[src/rtl/add_out_responder.sv]
// Operand-pair adder responder: valid/ready input, two-stage add pipeline,
// credit-controlled first-word-fall-through result FIFO, valid/ready output.
module add_out_responder #(
  parameter int DATA_WIDTH = 8,
  parameter int FIFO_DEPTH = 4,
  parameter int TAG_WIDTH  = 4
) (
  input  logic                  clock,
  input  logic                  reset,
  input  logic                  in_valid,
  output logic                  in_ready,
  input  logic [DATA_WIDTH-1:0] in_a,
  input  logic [DATA_WIDTH-1:0] in_b,
  output logic                  out_valid,
  input  logic                  out_ready,
  output logic [DATA_WIDTH:0]   out_sum,
  output logic [TAG_WIDTH-1:0]  out_tag,
  output logic                  busy
);

  localparam int PW = (FIFO_DEPTH > 1) ? $clog2(FIFO_DEPTH) : 1;

  logic                  s1_valid;
  logic [DATA_WIDTH-1:0] s1_a;
  logic [DATA_WIDTH-1:0] s1_b;
  logic [TAG_WIDTH-1:0]  s1_tag;

  logic                  s2_valid;
  logic [DATA_WIDTH:0]   s2_sum;
  logic [TAG_WIDTH-1:0]  s2_tag;

  logic [TAG_WIDTH-1:0]  tag_reg;

  logic [DATA_WIDTH:0]   mem_sum [FIFO_DEPTH];
  logic [TAG_WIDTH-1:0]  mem_tag [FIFO_DEPTH];
  logic [PW-1:0]         wr_ptr;
  logic [PW-1:0]         rd_ptr;
  logic [PW:0]           count;
  logic [PW+1:0]         occupancy;

  logic accept;
  logic push;
  logic pop;

  // Every accepted pair holds a credit from acceptance until it is popped,
  // so the pipeline can always drain into the FIFO without stalling.
  assign occupancy = {1'b0, count}
                   + {{(PW+1){1'b0}}, s1_valid}
                   + {{(PW+1){1'b0}}, s2_valid};

  assign in_ready  = !reset && (occupancy < (PW+2)'(FIFO_DEPTH));
  assign accept    = in_valid && in_ready;
  assign push      = s2_valid;
  assign out_valid = (count != '0);
  assign pop       = out_valid && out_ready;
  assign busy      = s1_valid || s2_valid || (count != '0);

  // Head is presented only while valid so the outputs read zero when empty.
  assign out_sum = out_valid ? mem_sum[rd_ptr] : '0;
  assign out_tag = out_valid ? mem_tag[rd_ptr] : '0;

  always_ff @(posedge clock) begin
    if (reset) begin
      s1_valid <= 1'b0;
      s1_a     <= '0;
      s1_b     <= '0;
      s1_tag   <= '0;
      s2_valid <= 1'b0;
      s2_sum   <= '0;
      s2_tag   <= '0;
      tag_reg  <= '0;
      wr_ptr   <= '0;
      rd_ptr   <= '0;
      count    <= '0;
    end else begin
      s1_valid <= accept;
      if (accept) begin
        s1_a    <= in_a;
        s1_b    <= in_b;
        s1_tag  <= tag_reg;
        tag_reg <= tag_reg + TAG_WIDTH'(1);
      end

      s2_valid <= s1_valid;
      if (s1_valid) begin
        s2_sum <= {1'b0, s1_a} + {1'b0, s1_b};
        s2_tag <= s1_tag;
      end

      if (push) wr_ptr <= wr_ptr + PW'(1);
      if (pop)  rd_ptr <= rd_ptr + PW'(1);

      case ({push, pop})
        2'b10:   count <= count + (PW+1)'(1);
        2'b01:   count <= count - (PW+1)'(1);
        default: count <= count;
      endcase
    end
  end

  always_ff @(posedge clock) begin
    if (push) begin
      mem_sum[wr_ptr] <= s2_sum;
      mem_tag[wr_ptr] <= s2_tag;
    end
  end

endmodule

[config.mk]
export PLATFORM = sky130hd
export DESIGN_NAME = add_out_responder
export DESIGN_NICKNAME = d
export VERILOG_FILES = /design/src/rtl/add_out_responder.sv
export SDC_FILE = /design/constraint.sdc
export NUM_CORES = 1
export LEC_CHECK = 0
export CAP_MARGIN = 40
export CORE_ASPECT_RATIO = 0.8
export CORE_MARGIN = 2
export CORE_UTILIZATION = 37
export CTS_BUF_LIST = sky130_fd_sc_hd__clkbuf_8
export DETAILED_ROUTE_END_ITERATION = 6
export GPL_TIMING_DRIVEN = 1
export SLEW_MARGIN = 5
export SYNTH_ARGS = -nofsm -noshare
export SYNTH_HDL_FRONTEND = slang
export SYNTH_SLANG_ARGS = --single-unit
[constraint.sdc]
create_clock -name clock -period 4.6 [get_ports clock]
set_clock_uncertainty 0.2 [all_clocks]
set_input_delay 0.92 -clock clock [delete_from_list [all_inputs] [get_ports clock]]
set_output_delay 0.92 -clock clock [all_outputs]
set_load 0.05 [all_outputs]
[After elaboration in Yosys (flattened, before gate mapping)]
Memory sizes are Yosys's and may differ from the RTL's. A register that Yosys moved wholly into a read port is not among the register bits.
Index checks and enable logic that the tools add are counted.
Word-level totals
  register bits: 46
  RAM bits: 52
  bits of input ports: 20
  output and inout port bits: 16
  logic and storage cells: 41
  memories kept: 2
Memory list
  mem_sum: words 4, bits a word 9, read ports 1, clocked after memory_dff 1, wr ports 1, line 34  | logic [DATA_WIDTH:0] mem_sum [FIFO_DEPTH];
  mem_tag: words 4, bits a word 4, read ports 1, clocked after memory_dff 1, wr ports 1, line 35  | logic [TAG_WIDTH-1:0] mem_tag [FIFO_DEPTH];
Operators by class
  add/sub/neg operators: 8
  $lt $le $gt $ge: 1
  eq/ne operators: 2
  multiplexer cells: 9
  reductions and logical operators: 8
Operator list (number)
  $add 8x8->9: 1
  $mux 9: 1
  $mux 2: 4
  $pmux 3 s2: 1
  $add 2x1->2 const B: 2
  $add 3x1->4: 1
  $add 4x1->4: 1
  $add 4x1->4 const B: 1
  $lt 4x3->1 const B: 1
  $mux 4: 1
  $add 3x1->3 const B: 1
  $logic_and 1x1->1: 3
  $reduce_bool 3->1: 1
  $sub 3x1->3 const B: 1
  $eq 2x1->1 const B: 1
  $eq 2x2->1 const B: 1
  $logic_or 1x1->1: 2
  $mux 1: 2
  $reduce_bool 2->1: 1
  $logic_not 1->1: 1

[Longest topological paths before layout]
Gate-level depths: netlist of run 1.
  depth in word-level cells: 5
  gate-level depth with buffers: 9
  mapped depth without buffers: 8

[Least setup slack after synthesis of run 1]
No wires, ideal clock.
  kind: input-to-output
  start: input reset
  end: output in_ready
  arrival time: 2311 ps
  data required time: 3480 ps
  slack: 1169 ps
  stages on the path: 2
  cells stage by stage: clkbuf_1 > a211oi_1
Between the ends
  longest elaborated chain between the ends: 2
Ends and longest elaborated chain
  start: declaration: line 9  | input logic reset,
  $logic_not 1->1: line 51  | assign in_ready = !reset && (occupancy < (PW+2)'(FIFO_DEPTH));
  $logic_and 1x1->1: line 51
  end: declaration: line 11  | output logic in_ready,
Every way passes these cells.

[Worst setup path in the final report of run 1]
  start: register count[2]
  end: output busy
Between the ends
  longest elaborated chain between the ends: 2
Ends and longest elaborated chain
  start: declaration: line 38  | logic [PW:0] count;
  start signal: assignment: line 94  | 2'b10: count <= count + (PW+1)'(1);
  start signal: assignment: line 95  | 2'b01: count <= count - (PW+1)'(1);
  start signal: assignment: line 96  | default: count <= count;
  $reduce_bool 3->1: line 56  | assign busy = s1_valid || s2_valid || (count != '0);
  $logic_or 1x1->1: line 56
  end: declaration: line 18  | output logic busy
Every way passes these cells.

==> metrics.md, run 1 <==
| Metric | Value |
|---|---|
| Status | completed |
| Sequential area share after synthesis | just over 60% |
| Clock Sinks | 100 |
| Final Critical Period | 3.564 ns |
| Post-place setup slack | 1.289 ns |
| Clock transition at path regs | 0.09 ns |
| WP data required | about 3.5 ns |
| Gr usage total | a little over an eighth |
| CTS resizes | 0 |
| Fraction of registers with async set/reset | 0% |
| DRC | 0 |
| Die area | 11950 µm² |
| Cell family with most CP delay | simple AND/OR/NAND/NOR gates |
| Reg2reg start | count[1] |
| Drt wl/cell | around 14 µm |
| Routability cong. | 0.7706 |
| Core area | roughly 11000 µm² |
| Area grow syn2layout | 16.84% |
| Critical Path End | busy |
| RSZ-0062 raised after global routing | false |
| Postcts setup bufs | 0 |
| # IOs | 36 |
| WL final | 7.271 mm |
| Max_slew headroom | 51.84% |
| FF-to-FF setup slack | 1.93 ns |
| DR pass1 iterations | 4 |
| Port Buffers | 35 |
| Vias post-DR | between 2000 and 2500 |
| Syn Area/Cell | 12.46 µm² |
| CTS root buf | clkbuf_8 |
| Yosys warns | 0 |
| Pleak | 1.685 nW |
| Vias per inst | 4.736 |
| Synth Instances | 329 |
| ANT nets after route | 0 |
| Arr. time, crit path | about 2.4 ns |
| Antenna diodes | 0 |
| FF-to-FF End | count[2] |
| Total negative slack | 0 ns |
| Slew of the pin with the lowest slew margin | 0.7216 ns |
| Synth Cell Area | 4100 µm² |
| Ys flop type | edfxtp_1 |
| Die Y | 98.16 µm |
| Clk_lat worst skew | 0.36 ns |
| CP cell instances | or3_1, or3_1, clkdlybuf4s50_1 |
| DR iter-0 viols | 134 |
| Final Hold Fails | 0 |
| WP depth | 3 |
| Nets | 399 |
| Crit end category | output pin |
| CP Max Fanout | 17 |
| Global route overflow | 0 |
| First-pass GRT wire length | 12.14 mm |
| Crit path launch | count[2] |
| Worst min path class | reg2reg |
| Critical Path Max Stage Delay | about 0.7 ns |
| CTS tree | yes |
| Syn_nets | 366 |
| Initial antenna violation count | 0 |
| CTS max path bufs | 2 |
| Post-DP HPWL | approximately 5.0 mm |
| Vias in the first global route | 2306 |
| Count of flip-flops with a built-in enable after synthesis | 52 |
| Setup slack after layout | 1.036 ns |
| Crit path top cell by count | or3_1 |
| H-tree Lvls | 3 |
| Netlist cell types | 37 |
| P per Cell Area | around 470 nW/µm² |
| Max Cap Viol | 0 |
| Max Fclk | between 0.2 and 0.3 GHz |
| Worst setup SP type | flip-flop |
| Final Max Tran Viols | 0 |
| Die width | 121.7 µm |
| R2R depth | 8 |
| # rows | 34 |
| WS Path Type | reg2out |
| Worst path bufs/invs | 1 |
| Initial Util | 37.80% |
| Fin crit share | 77.48% |
| CP max stage cell | clkdlybuf4s50_1 |
| Final hold slack | approximately 0.27 ns |
| Pin count of the biggest net entering global routing | 46 |
| Share of layout cells above drive strength 1 | 8.992% |
| Final setup violation count | 0 |
| Biggest regs | mem_sum (36), mem_tag (16), s2_sum (9) |
| Cts bufs inserted | 9 |
| Largest register FFs | 36 |
| Top reg by flops | mem_sum |
| Peak VDD IR | 0.1665 mV |
| CTS Hold Bufs | 0 |
| Synth Register Bits | 100 |
worst min-delay path by stage:
stage / startpoint / end / slack [ns] / cells past startpoint
2_1_floorplan: s1_tag[1] / s1_tag[1] / 0.24 / 2
3_3_place_gp: s1_b[6] / s1_b[6] / 0.25 / 2
3_5_place_dp: s1_a[0] / s1_a[0] / 0.26 / 2
4_1_cts: s1_a[0] / s1_a[0] / 0.27 / 2
5_1_grt: s1_a[5] / s1_a[5] / 0.29 / 2
6_report: s1_tag[1] / s1_tag[1] / 0.27 / 2
cells in the final DEF (no fill, tap or decap), types with 2 or more instances in the layout:
cell and n:
xor2_1 3, dfxtp_1 48, clkdlybuf4s50_1 34, clkinvlp_4 2, nor3_1 3, a21oi_1 9
inv_1 9, nor2_1 22, and2_1 18, buf_4 4, mux4_2 13, nand3_1 4
clkbuf_8 9, inv_8 2, o21ai_0 28, clkinv_1 2, ha_1 15, nand2_1 48
or3_1 3, a21o_1 2, xnor2_1 4, edfxtp_1 52, o21a_1 2, fa_1 2
mux2i_1 9, a211oi_1 5
Yosys cell counts, drive strengths merged (2+ instances only):
cell type  count  share of area, %
buf            4              0.46
a21oi          9               1.1
nand2         48               4.4
ha            15               4.6
a21o           2              0.37
xnor2          4              0.85
edfxtp        52                38
mux2i          9               2.2
xor2           3              0.64
mux4          13               7.1
and2          18               2.7
o21a           2              0.37
nand3          4              0.49
inv            9              0.82
a211oi         5              0.92
clkbuf        12               1.1
nor3           3              0.37
nor2          22               2.0
or3            3              0.46
dfxtp         48                23
fa             2              0.98
o21ai         28               3.4
stage by stage:
stage               power, mW  instance area, µm²  util (%)  std cells
floorplan               1.518                4100         -        329
global route            2.372                4791     44.16        511
global placement        1.705                4587     42.28        495
finish                  2.249                4791     44.16        511
detailed placement      1.714                4587     42.28        495
CTS                     2.283                4791     44.16        511
tightest hold or removal path, cell delays in order (launching register included):
cell and delay (ns):
dfxtp_1 0.32, nand2_1 0.05, o21ai_0 0.06
routing by layer:
| metal | up-vias | part of all wire, % | global-route usage (%) |
|---|---|---|---|
| li1 | 1239 | - | - |
| met1 | 1115 | 50 | 19.98 |
| met2 | 62 | 44 | 18.63 |
| met3 | 4 | 5.7 | 4.089 |
| met4 | 0 | 0.67 | 3.979 |
| met5 | - | 0 | 0 |
cell families after synthesis:
family	Yosys count	synth area share [%]
AND/OR/NAND/NOR	102	11.08
flip-flops	100	61.52
AO/OA/AOI/OAI	54	8.270
buffers and inverters	26	2.471
multiplexers	23	9.612
adder cells (fa/ha/maj)	17	5.554
XOR/XNOR	7	1.495
power breakdown:
group / switching (mW) / leakage (nW) / internal [mW]
Clock: 0.308 / 0.0973 / 0.259
Combinational: 0.393 / 0.710 / 0.258
Sequential: 0.0475 / 0.878 / 0.984
Total: 0.748 / 1.69 / 1.50
area by class of cell:
type / instances / area [µm²]
inverter: 10 / 37.54
multi-input combinational: 203 / 1476
sequential: 100 / 2522
fill: 987 / 6057
timing repair buffer: 38 / 370.4
clock inverter: 7 / 80.08
clock buffer: 9 / 123.9
tap: 144 / 180.2
No activity file was read; power rests on OpenSTA's default activity.
==> run 2: changes to the inputs <==
clock period = 3 ns   (was 4.6 ns; I/O delays follow)
==> run 2 against run 1 <==
Register-to-register slack got worse by 1.4 ns. Final cell count increased by 0.98%. Hold slack got worse by 0.0014 ns.
==> metrics.md, run 2 (synthesized netlist as in run 1, its figures left out) <==
| Metric | Value |
|---|---|
| Status | completed |
| NetSw | 1.162 mW (+55%) |
| Die width | 121.7 µm (unchanged) |
| DRC | 0 (unchanged) |
| Internal power | 2.205 mW (+47%) |
| Total negative slack | 0 ns (unchanged) |
| Worst path bufs/invs | 1 (unchanged) |
| Largest register FFs | 36 (unchanged) |
| WL final | 7.421 mm (+2.1%) |
| Arr. time, crit path | 2.01 ns (-0.43 ns) |
| Clk_lat worst skew | 0.36 ns (about the same) |
| CP max stage cell | clkdlybuf4s50_1 |
| CTS tree | yes |
| Final Max Tran Viols | 0 (unchanged) |
| Critical Path Max Stage Delay | 0.76 ns (+0.06 ns) |
| Initial Util | 37.80% (unchanged) |
| DR pass1 iterations | 4 (unchanged) |
| Area after DPL | 4609 µm² (+0.49%) |
| Peak VDD IR | 0.2816 mV (+69%) |
| R2R depth | 8 (unchanged) |
| Routability cong. | 0.7330 (-4.9%) |
| DR iter-0 viols | 125 (-6.7%) |
| Area grow syn2layout | 16.78% (about the same) |
| FF-to-FF End | count[2] |
| Commonest cells after routing, fill and taps aside | edfxtp_1 (52), nand2_1 (48), dfxtp_1 (48) |
| ANT nets after route | 0 (unchanged) |
| Reg power frac | 46.7% (+0.8 points) |
| Slew of the pin with the lowest slew margin | 0.7143 ns (-0.007349 ns) |
| CTS max path bufs | 2 (unchanged) |
| Initial antenna violation count | 0 (unchanged) |
| Sw Ratio | 34.52% (+1.2 points) |
| Global route overflow | 0 (unchanged) |
| Max_slew headroom | 52.38% (+0.54 points) |
| # rows | 34 (unchanged) |
| Share of layout cells above drive strength 1 | 14.52% (+5.5 points) |
| CTS root buf | clkbuf_8 |
| Core area | 10850 µm² (unchanged) |
| Cell family with most CP delay | buffers and inverters |
| P per Cell Area | 703.2 nW/µm² (+50%) |
| Final Hold Fails | 0 (unchanged) |
| Worst setup SP type | flip-flop |
| Vias in the first global route | 2397 (+3.9%) |
| CP Max Fanout | 5 (-12) |
| FF-to-FF setup slack | 0.52 ns (-1.41 ns) |
| Max Cap Viol | 0 (unchanged) |
| Biggest regs | mem_sum (36), mem_tag (16), s2_sum (9) |
| Vias per inst | 4.862 (+2.7%) |
| Hold Path Depth | 2 (unchanged) |
| Cell area after layout | 4788 µm² (about the same) |
| Reg2reg start | count[2] |
| WS Path Type | reg2out |
| Share of total power in the clock network | 22.9% (-2.3 points) |
| Pleak | 1.725 nW (+2.4%) |
| WP data required | 2.20 ns (-1.28 ns) |
| Worst min-delay path endpoint | s1_a[7] |
| Hold path start | s1_a[7] |
| Vias post-DR | 2509 (+3.7%) |
| Cts bufs inserted | 9 (unchanged) |
| # IOs | 36 (unchanged) |
| First-pass GRT wire length | 12.27 mm (+1.1%) |
| Drt wl/cell | 14.38 µm (+1.1%) |
| Post-DP HPWL | 5.246 mm (+4.2%) |
| Antenna diodes | 0 (unchanged) |
| Setup slack after layout | 0.1896 ns (-0.8462 ns) |
| Crit end category | output pin |
| Final Critical Period | 2.810 ns |
| Top reg by flops | mem_sum |
| RSZ-0062 raised after global routing | false |
| H-tree Lvls | 3 (unchanged) |
| Post-place setup slack | 0.2498 ns (-1.039 ns) |
| Clock transition at path regs | 0.09 ns (about the same) |
| Commonest non-fill, non-tap cell in the layout | edfxtp_1 |
| Max Fclk | 0.3558 GHz |
| Nets | 405 (+1.5%) |
| Final setup violation count | 0 (unchanged) |
| Logic pwr share | 30.4% (+1.5 points) |
| Port Buffers | 35 (unchanged) |
| Fin crit share | between 90% and 100% |
| Pin count of the biggest net entering global routing | 29 (-37%) |
| Gr usage total | 13.42% (+0.058 points) |
| Die area | 11950 µm² (unchanged) |
| Worst min path class | reg2reg |
| Clock Sinks | 100 (unchanged) |
| CP cell instances | or3_1, clkdlybuf4s50_1 |
| Die Y | 98.16 µm (unchanged) |
-- run 2: layout make-up --
| type | instances | area [µm²] |
|---|---|---|
| Fill cell | 1013 | 6060 |
| Sequential cell | 100 | 2522 |
| Multi-Input combinational cell | 203 | 1481 |
| Timing Repair Buffer | 44 | 392.9 |
| Tap cell | 144 | 180.2 |
| Clock buffer | 9 | 123.9 |
| Clock inverter | 6 | 50.05 |
| Inverter | 10 | 37.54 |
-- run 2: what timing repair did --
action                     CTS  global route
hold buffers                 0             0
hold endpoints to repair     0             0
buffers inserted             0             0
resized for setup            0             1
setup endpoints to repair    0             1
-- run 2: power groups by stage --
stage | Combinational (mW) | Clock, mW | Sequential [mW]
after floorplan | 0.740 | 0 | 1.59
after global placement | 1.03 | 0 | 1.60
after detailed placement | 1.04 | 0 | 1.61
after CTS | 1.04 | 0.793 | 1.57
after global routing | 1.11 | 0.847 | 1.59
final | 1.02 | 0.771 | 1.57
-- run 2: routing by layer --
| metal | vias to the layer above | share of wire (%) | routed length [µm] | GRT usage [%] |
|---|---|---|---|---|
| met2 | 49 | 43 | 3221 | 19.92 |
| met4 | 0 | 0.49 | 36 | 3.183 |
| met1 | 1199 | 52 | 3891 | 19.27 |
| met5 | - | 0 | 0 | 0 |
| met3 | 2 | 3.7 | 271 | 4.264 |
| li1 | 1259 | - | - | - |
-- run 2: how the worst max path moves through the flow --
| stage | depth (start not counted) | start | slack [ns] | end |
|---|---|---|---|---|
| finish | 2 | count[2] | 0.19 | out_valid |
| global route | 2 | count[2] | 0.12 | out_valid |
| CTS | 4 | push | 0.12 | in_ready |
| detailed placement | 8 | out_ready | 0.25 | count[2] |
| global placement | 8 | out_ready | 0.30 | count[2] |
| floorplan | 3 | count[0] | 0.17 | in_ready |
-- run 2: worst register-to-register path: stages (launching register included) --
cell and delay (ns):
dfxtp_1 0.46, or3_1 0.30, and2_1 0.22, ha_1 0.19, inv_1 0.06, fa_1 0.37
xor2_1 0.16, or3_1 0.32, a21oi_1 0.13
-- run 2: stage by stage --
| step | total power [mW] | cells | utilization [%] | hold slack, ns |
|---|---|---|---|---|
| 6_report | 3.367 | 516 | 44.14 | 0.2689 |
| 5_1_grt | 3.542 | 516 | 44.14 | 0.2912 |
| 4_1_cts | 3.408 | 516 | 44.09 | 0.2711 |
| 3_5_place_dp | 2.645 | 501 | 42.49 | 0.2559 |
| 3_3_place_gp | 2.628 | 501 | 42.49 | 0.2523 |
| 2_1_floorplan | 2.328 | 329 | - | 0.2356 |
==> run 3: changes to the inputs <==
HOLD_SLACK_MARGIN = 0.12   (was unset)
TNS_END_PERCENT = 5   (was unset)
==> results of run 3 <==
The final DEF is identical to that of run 2; final timing and power are the same.
